==> config.mk <==
export PLATFORM = sky130hd
export DESIGN_NAME = rtc_arbiter
export DESIGN_NICKNAME = d
export VERILOG_FILES = /design/src/rtl/rtc_arbiter_pkg.sv /design/src/rtl/rtc_arbiter_rr_arb2.sv /design/src/rtl/rtc_arbiter.sv
export SDC_FILE = /design/constraint.sdc
export NUM_CORES = 1
export LEC_CHECK = 0
export ABC_CLOCK_PERIOD_IN_PS = 11710
export CAP_MARGIN = 10
export CORE_MARGIN = 2
export CORE_UTILIZATION = 47
export CTS_CLUSTER_SIZE = 12
export DETAILED_ROUTE_END_ITERATION = 8
export HOLD_SLACK_MARGIN = 0.06
export PLACE_DENSITY = 0.81
export SYNTH_ARGS = -nofsm -noshare
export SYNTH_HDL_FRONTEND = slang
export SYNTH_SLANG_ARGS = --single-unit
==> constraint.sdc <==
create_clock -name clk -period 11.71 [get_ports clk]
set_clock_uncertainty 0.2 [all_clocks]
set_input_delay 2.342 -clock clk [delete_from_list [all_inputs] [get_ports clk]]
set_output_delay 2.342 -clock clk [all_outputs]
set_load 0.005 [all_outputs]
==> src/rtl/rtc_arbiter_pkg.sv <==
// Shared constants and types for the RTC access arbiter: register offsets,
// FSM state encoding and the CTRL read-back layout.
package rtc_arbiter_pkg;

  localparam int unsigned BUS_64 = 64;

  localparam logic [4:0] RTC_ADDR_TIME  = 5'h00;
  localparam logic [4:0] RTC_ADDR_ALARM = 5'h08;
  localparam logic [4:0] RTC_ADDR_CTRL  = 5'h10;

  typedef enum logic [1:0] {
    ST_IDLE   = 2'd0,
    ST_ACCESS = 2'd1,
    ST_RESP   = 2'd2
  } state_e;

  function automatic logic [BUS_64-1:0] ctrl_word(input logic alarm_en, input logic pending);
    return {{(BUS_64-2){1'b0}}, pending, alarm_en};
  endfunction

endpackage

==> src/rtl/rtc_arbiter_rr_arb2.sv <==
// Two-way round-robin arbiter: lone requests win outright, ties go to the
// requester that was not granted last. The pointer moves on every accept.
module rr_arb2 (
  input  logic       clk,
  input  logic       rst,
  input  logic [1:0] req_i,
  input  logic       accept_i,
  output logic [1:0] grant_o
);

  logic prio_q;  // 1: m1 wins the next tie

  // NOTE: every path assigns grant_o, so no latch is inferred.
  always_comb begin
    grant_o = 2'b00;
    unique case (req_i)
      2'b01:   grant_o = 2'b01;
      2'b10:   grant_o = 2'b10;
      2'b11:   grant_o = prio_q ? 2'b10 : 2'b01;
      default: grant_o = 2'b00;
    endcase
  end

  // NOTE: sequential state uses non-blocking assignments and an async reset.
  always_ff @(posedge clk or posedge rst) begin
    if (rst) begin
      prio_q <= 1'b0;
    end else if (accept_i) begin
      prio_q <= grant_o[0];
    end
  end

endmodule

==> src/rtl/rtc_arbiter.sv <==
// Arbitrates two MMIO requesters onto the RTC read port, one snapshot access
// at a time, and adds a 64-bit alarm with a sticky pending interrupt.
module rtc_arbiter
  import rtc_arbiter_pkg::*;
(
  input  logic              clk,
  input  logic              rst,
  input  logic              m0_req_valid,
  output logic              m0_req_ready,
  input  logic [4:0]        m0_req_addr,
  input  logic              m0_req_wen,
  input  logic [BUS_64-1:0] m0_req_wdata,
  output logic              m0_resp_valid,
  input  logic              m0_resp_ready,
  output logic [BUS_64-1:0] m0_resp_rdata,
  input  logic              m1_req_valid,
  output logic              m1_req_ready,
  input  logic [4:0]        m1_req_addr,
  input  logic              m1_req_wen,
  input  logic [BUS_64-1:0] m1_req_wdata,
  output logic              m1_resp_valid,
  input  logic              m1_resp_ready,
  output logic [BUS_64-1:0] m1_resp_rdata,
  output logic              rtc_ren,
  input  logic [BUS_64-1:0] rtc_rdata,
  output logic              irq
);

  state_e            state_q;
  logic              owner_q;
  logic [4:0]        addr_q;
  logic              wen_q;
  logic [BUS_64-1:0] wdata_q;
  logic [BUS_64-1:0] rdata_q;
  logic [BUS_64-1:0] rdata_d;
  logic [BUS_64-1:0] alarm_q;
  logic              alarm_en_q;
  logic              pending_q;
  logic              match_q;
  logic              match_prev_q;

  logic [1:0] grant;
  logic       in_idle;
  logic       accept;
  logic       owner_resp_ready;
  logic       alarm_rise;
  logic       ctrl_w1c;

  rr_arb2 u_arb (
    .clk      (clk),
    .rst      (rst),
    .req_i    ({m1_req_valid, m0_req_valid}),
    .accept_i (accept),
    .grant_o  (grant)
  );

  assign in_idle      = (state_q == ST_IDLE);
  assign accept       = in_idle && (grant != 2'b00);
  // Ready is forced low while reset is held, even though state already reads IDLE.
  assign m0_req_ready = in_idle && grant[0] && !rst;
  assign m1_req_ready = in_idle && grant[1] && !rst;

  assign m0_resp_valid = (state_q == ST_RESP) && !owner_q;
  assign m1_resp_valid = (state_q == ST_RESP) &&  owner_q;
  assign m0_resp_rdata = m0_resp_valid ? rdata_q : '0;
  assign m1_resp_rdata = m1_resp_valid ? rdata_q : '0;
  assign owner_resp_ready = owner_q ? m1_resp_ready : m0_resp_ready;

  assign rtc_ren    = (state_q == ST_ACCESS) || alarm_en_q;
  assign alarm_rise = match_q && !match_prev_q;
  assign irq        = pending_q;
  assign ctrl_w1c   = (state_q == ST_ACCESS) && wen_q && (addr_q == RTC_ADDR_CTRL) && wdata_q[1];

  always_comb begin
    rdata_d = '0;
    if (!wen_q) begin
      unique case (addr_q)
        RTC_ADDR_TIME:  rdata_d = rtc_rdata;
        RTC_ADDR_ALARM: rdata_d = alarm_q;
        RTC_ADDR_CTRL:  rdata_d = ctrl_word(alarm_en_q, pending_q);
        default:        rdata_d = '0;
      endcase
    end
  end

  always_ff @(posedge clk or posedge rst) begin
    if (rst) begin
      state_q      <= ST_IDLE;
      owner_q      <= 1'b0;
      addr_q       <= '0;
      wen_q        <= 1'b0;
      wdata_q      <= '0;
      rdata_q      <= '0;
      alarm_q      <= '0;
      alarm_en_q   <= 1'b0;
      pending_q    <= 1'b0;
      match_q      <= 1'b0;
      match_prev_q <= 1'b0;
    end else begin
      match_q      <= alarm_en_q && (rtc_rdata == alarm_q);
      match_prev_q <= match_q;

      // A new alarm edge beats a same-cycle W1C so no event is lost.
      if (alarm_rise) begin
        pending_q <= 1'b1;
      end else if (ctrl_w1c) begin
        pending_q <= 1'b0;
      end

      unique case (state_q)
        ST_IDLE: begin
          if (accept) begin
            owner_q <= grant[1];
            addr_q  <= grant[1] ? m1_req_addr  : m0_req_addr;
            wen_q   <= grant[1] ? m1_req_wen   : m0_req_wen;
            wdata_q <= grant[1] ? m1_req_wdata : m0_req_wdata;
            state_q <= ST_ACCESS;
          end
        end
        ST_ACCESS: begin
          rdata_q <= rdata_d;
          if (wen_q && (addr_q == RTC_ADDR_ALARM)) begin
            alarm_q <= wdata_q;
          end
          if (wen_q && (addr_q == RTC_ADDR_CTRL)) begin
            alarm_en_q <= wdata_q[0];
          end
          state_q <= ST_RESP;
        end
        ST_RESP: begin
          if (owner_resp_ready) begin
            state_q <= ST_IDLE;
          end
        end
        default: state_q <= ST_IDLE;
      endcase
    end
  end

endmodule
Word-level counts from Yosys, hierarchy flattened
Cells that the tools add are included.

storage, ports and cells
  register bits = 206
  bits of input ports = 210
  output and inout bits = 134
  logic and storage cells = 63

cells by class
  eq/ne operators = 10
  mux-type cells = 15
  reductions and logical operators = 26

operator list
  operator              count
  $mux W64              4
  $pmux W64 S3          1
  $eq A64 B64 Y1        1
  $logic_and A1 B1 Y1   14
  $pmux W2 S3           2
  $reduce_and A2 Y1     4
  $eq A2 B2 Y1 const B  3
  $mux W2               3
  $eq A5 B4 Y1 const B  1
  $eq A5 B5 Y1 const B  1
  $logic_not A5 Y1      1
  $mux W5               1
  $eq A2 B1 Y1 const B  2
  $mux W1               4
  $reduce_bool A2 Y1    2
  $logic_not A1 Y1      3
  $logic_not A2 Y1      1
  $ne A2 B1 Y1 const B  1
  $ne A2 B2 Y1 const B  1
  $logic_or A1 B1 Y1    1

Longest topological paths before layout
  word-level depth = 6
  mapped depth = 7
  gate-level depth less buffers = 5

By module
From an unflattened synthesis, not the netlist that was laid out.

unflattened totals
  cells, all modules = 1006
  area total of the unflattened synthesis = 10639.0 um2

modules (own cells, without submodules)
  module       instances  cells each  area an instance (um2)  seq. area each (um2)
  rtc_arbiter  1          1000        10572.6                 5129.9
  rr_arb2      1          6           66.3                    25.0

Worst setup path before layout
Ideal clock, no wire load.

  path kind = input to output
  start point = input rst
  end point = output m0_req_ready
  data arrival time = 7294 ps
  data required time = 9168 ps
  setup slack = 1874 ps
  stages = 2
  buffers on the path = 0
  cells stage by stage = inv_1 -> and4_1

between the ends
  cells in the longest elaborated chain, start to end = 2

ends and longest elaborated chain
  what                        RTL line           RTL
  from (decl)                 rtc_arbiter.sv:7   input logic rst,
  $logic_not A1 Y1 (no line)  --
  $logic_and A1 B1 Y1         rtc_arbiter.sv:60  assign m0_req_ready = in_idle && grant[0] && !rst;
  to (decl)                   rtc_arbiter.sv:9   output logic m0_req_ready,

No other way between the ends.

Worst setup path in the final report
Ends and elaborated chain as after synthesis.

==> impl_metrics.json <==
{
  "rsz0062_at_grt": "no",
  "synth_compound_area_share_pct": 12.03,
  "hold_class": "reg -> reg",
  "fmax_ghz": 0.1457,
  "seq_area_um2": 5155,
  "grt_max_degree": 126,
  "vdd_drop_max_mv": 0.2081,
  "fin_crit_ns": 6.864,
  "avgRoutedWirePerCell_um": 19.69,
  "cts_inserted_buffers": 23,
  "clockBufferDepth": 3,
  "crit_fanout": 125,
  "synth_seq_cells": 206,
  "fillers": 1754,
  "die-width_um": 152.6,
  "report.power.total_uw": 2561,
  "die_y_um": 152.6,
  "dieArea_um2": 23280,
  "antenna_left": 0,
  "crit_path_start_kind": "input pin",
  "ys_seq_area_share_pct": 49.69,
  "overflow": 0,
  "synthFlopType": "dfrtp_1",
  "postCtsHoldBufs": 0,
  "avgSynthCellArea_um2": 10.37,
  "endpoint_kind": "output port",
  "io_buffers": 343,
  "muxShareOfSynthArea_pct": 13.92,
  "yosys.area.top_type": "dfrtp_1",
  "synth_cell_types": 32,
  "clkSinkCount": 206,
  "grt_pass1_vias": 8808,
  "max_cap_violations": 0,
  "synth_top_area_share_pct": 49.69,
  "place_congestion": 0.8234,
  "path_clk_slew_ns": 0.06,
  "antenna_found_initial": 1,
  "worstMarginPinSlew_ns": 1.028,
  "critPathRequiredTime_ns": 9.17,
  "core_um2": 21760,
  "drcViolationCount": 0,
  "p_leak_uw": 0.006167,
  "multi_input_area_um2": 4855,
  "synth_area_leaders": "dfrtp_1 50%, and2_1 7.7%, mux2i_1 6.8%",
  "ctsResizeCount": 0,
  "drv_slew": 0,
  "vias_per_cell": 5.460,
  "tns_ns": 0,
  "synth_top_family_by_area": "simple AND/OR/NAND/NOR gates",
  "syn_inst": 1000,
  "cp_data_arrival_time_ns": 4.32,
  "drt_iter0_markers": 544,
  "cts-root-buf": "clkbuf_16",
  "relSlewSlack_pct": 31.44,
  "setup_slack_ns": 4.846,
  "post-route-period-util_pct": 58.62,
  "place_ws_ns": 4.792,
  "clock_latency_ns": 0.50,
  "initial_core_util_pct": 47.68,
  "synthTopCellsByCount": "206 x dfrtp_1, 128 x and2_1, 74 x nor2_1, 73 x a21oi_1, 70 x mux2i_1",
  "hpwl_um": 21950,
  "cts_tree": "yes",
  "synthXorXnorAreaFrac_pct": 5.066,
  "synth_nets": 1210,
  "status": "complete, no violations",
  "synth_edf_count": 0,
  "vias": 8741,
  "wirelength_um": 31530,
  "post_cts_buffers": 0,
  "area_growth_syn_to_layout_pct": 40.92,
  "rows": 54,
  "postSynth.asyncResetShare_pct": 100.0,
  "setup_viol": 0,
  "grt_usage_pct": 26.63,
  "hold_viol_final": 0,
  "grt_pass1_wl_um": 49650,
  "synthAdderAreaFrac_pct": 0,
  "h-tree-depth": 1,
  "synthSimpleGateAreaFrac_pct": 15.29,
  "layout.nets": 1516,
  "worstSetupPathType": "in -> out",
  "ios": 344,
  "drive_above_1_share_pct": 6.364,
  "firstDrtPassIters": 7,
  "power.density_nw_per_um2": 175.2,
  "yosysMostFrequentCell": "dfrtp_1",
  "netlist_area_um2": 10370,
  "yosysWarnings": 0
}
## power by group
| part | internal [µW] | switching [µW] | leakage, µW |
|---|---|---|---|
| logic | 337 | 429 | 0.00318 |
| registers | 942 | 187 | 0.00265 |
| clock network | 385 | 281 | 0.000339 |
## per-layer routing
layer / global-route usage, % / vias up / wire length [µm]
met1: 35.00 / 4296 / 12950
met2: 46.68 / 335 / 15960
met3: 4.238 / 43 / 1949
met5: 0 / - / 0
li1: - / 4067 / -
met4: 5.776 / 0 / 664
## per-stage QoR
| stage | cells | area [µm²] | hold slack (ns) | util [%] |
|---|---|---|---|---|
| floorplan | 1000 | 10370 | 0.1537 | - |
| global placement | 1559 | 13890 | 0.1950 | 63.85 |
| detailed placement | 1559 | 13890 | 0.1735 | 63.85 |
| CTS | 1598 | 14580 | 0.1996 | 67.00 |
| global route | 1601 | 14620 | 0.2172 | 67.20 |
| finish | 1601 | 14620 | 0.1954 | 67.20 |
## worst paths after layout
kind	depth (start not counted)	end	from	slack [ns]
min	0	match_prev_q$_DFF_PP0_	match_q$_DFF_PP0_	0.20
min reg2reg	0	match_prev_q$_DFF_PP0_	match_q$_DFF_PP0_	0.20
max	4	m0_req_ready	rst	4.85
max reg2reg	5	alarm_q[40]$_DFFE_PP0P_	addr_q[4]$_DFFE_PP0P_	8.35
min in group asynchronous	2	addr_q[1]$_DFFE_PP0P_	rst	2.21
max in group asynchronous	3	alarm_q[32]$_DFFE_PP0P_	rst	7.54
## layout by cell type, fill, tap and decap left out, types with 23 or more instances in the layout
master           instances
o21ai_0                 54
nor2_1                  72
and2_1                 128
mux2i_1                 70
clkdlybuf4s50_1        343
xnor2_1                 46
dfrtp_1                206
nand2_1                 69
mux2_1                  36
a21oi_1                 73
clkbuf_16               23
mux2_2                  30
a22oi_1                 65
## state kept, by name, indices dropped and copies added, names as in the netlist
name / count
alarm_q: 64
rdata_q: 64
wdata_q: 64
addr_q: 5
state_q: 2
alarm_en_q: 1
irq: 1
match_prev_q: 1
match_q: 1
owner_q: 1
u_arb.prio_q: 1
wen_q: 1
## cell families (layout without fill, tap and decap cells)
| logic type | count (synthesis) | in the layout |
|---|---|---|
| and+or+nand+nor | 304 | 304 |
| AOI/OAI and AO/OA | 214 | 214 |
| DFF | 206 | 206 |
| muxes | 136 | 136 |
| buffers and inverters | 80 | 400 |
| xor gates and xnor gates | 60 | 60 |
| other | 0 | 1 |
## area by class of cell
type	instances	area share (%)
Clock buffer	33	4.468
Multi-Input combinational cell	714	33.21
Inverter	8	0.2568
Antenna cell	1	0.01712
Tap cell	280	2.396
Clock inverter	6	0.2225
Sequential cell	206	35.26
Timing Repair Buffer	353	24.17
## worst max-delay path, stage by stage
cell	delay [ns]
clkdlybuf4s50_1	0.51
inv_8	0.58
and4_1	0.33
clkdlybuf4s50_1	0.51
(Power assumes the default switching activity.)
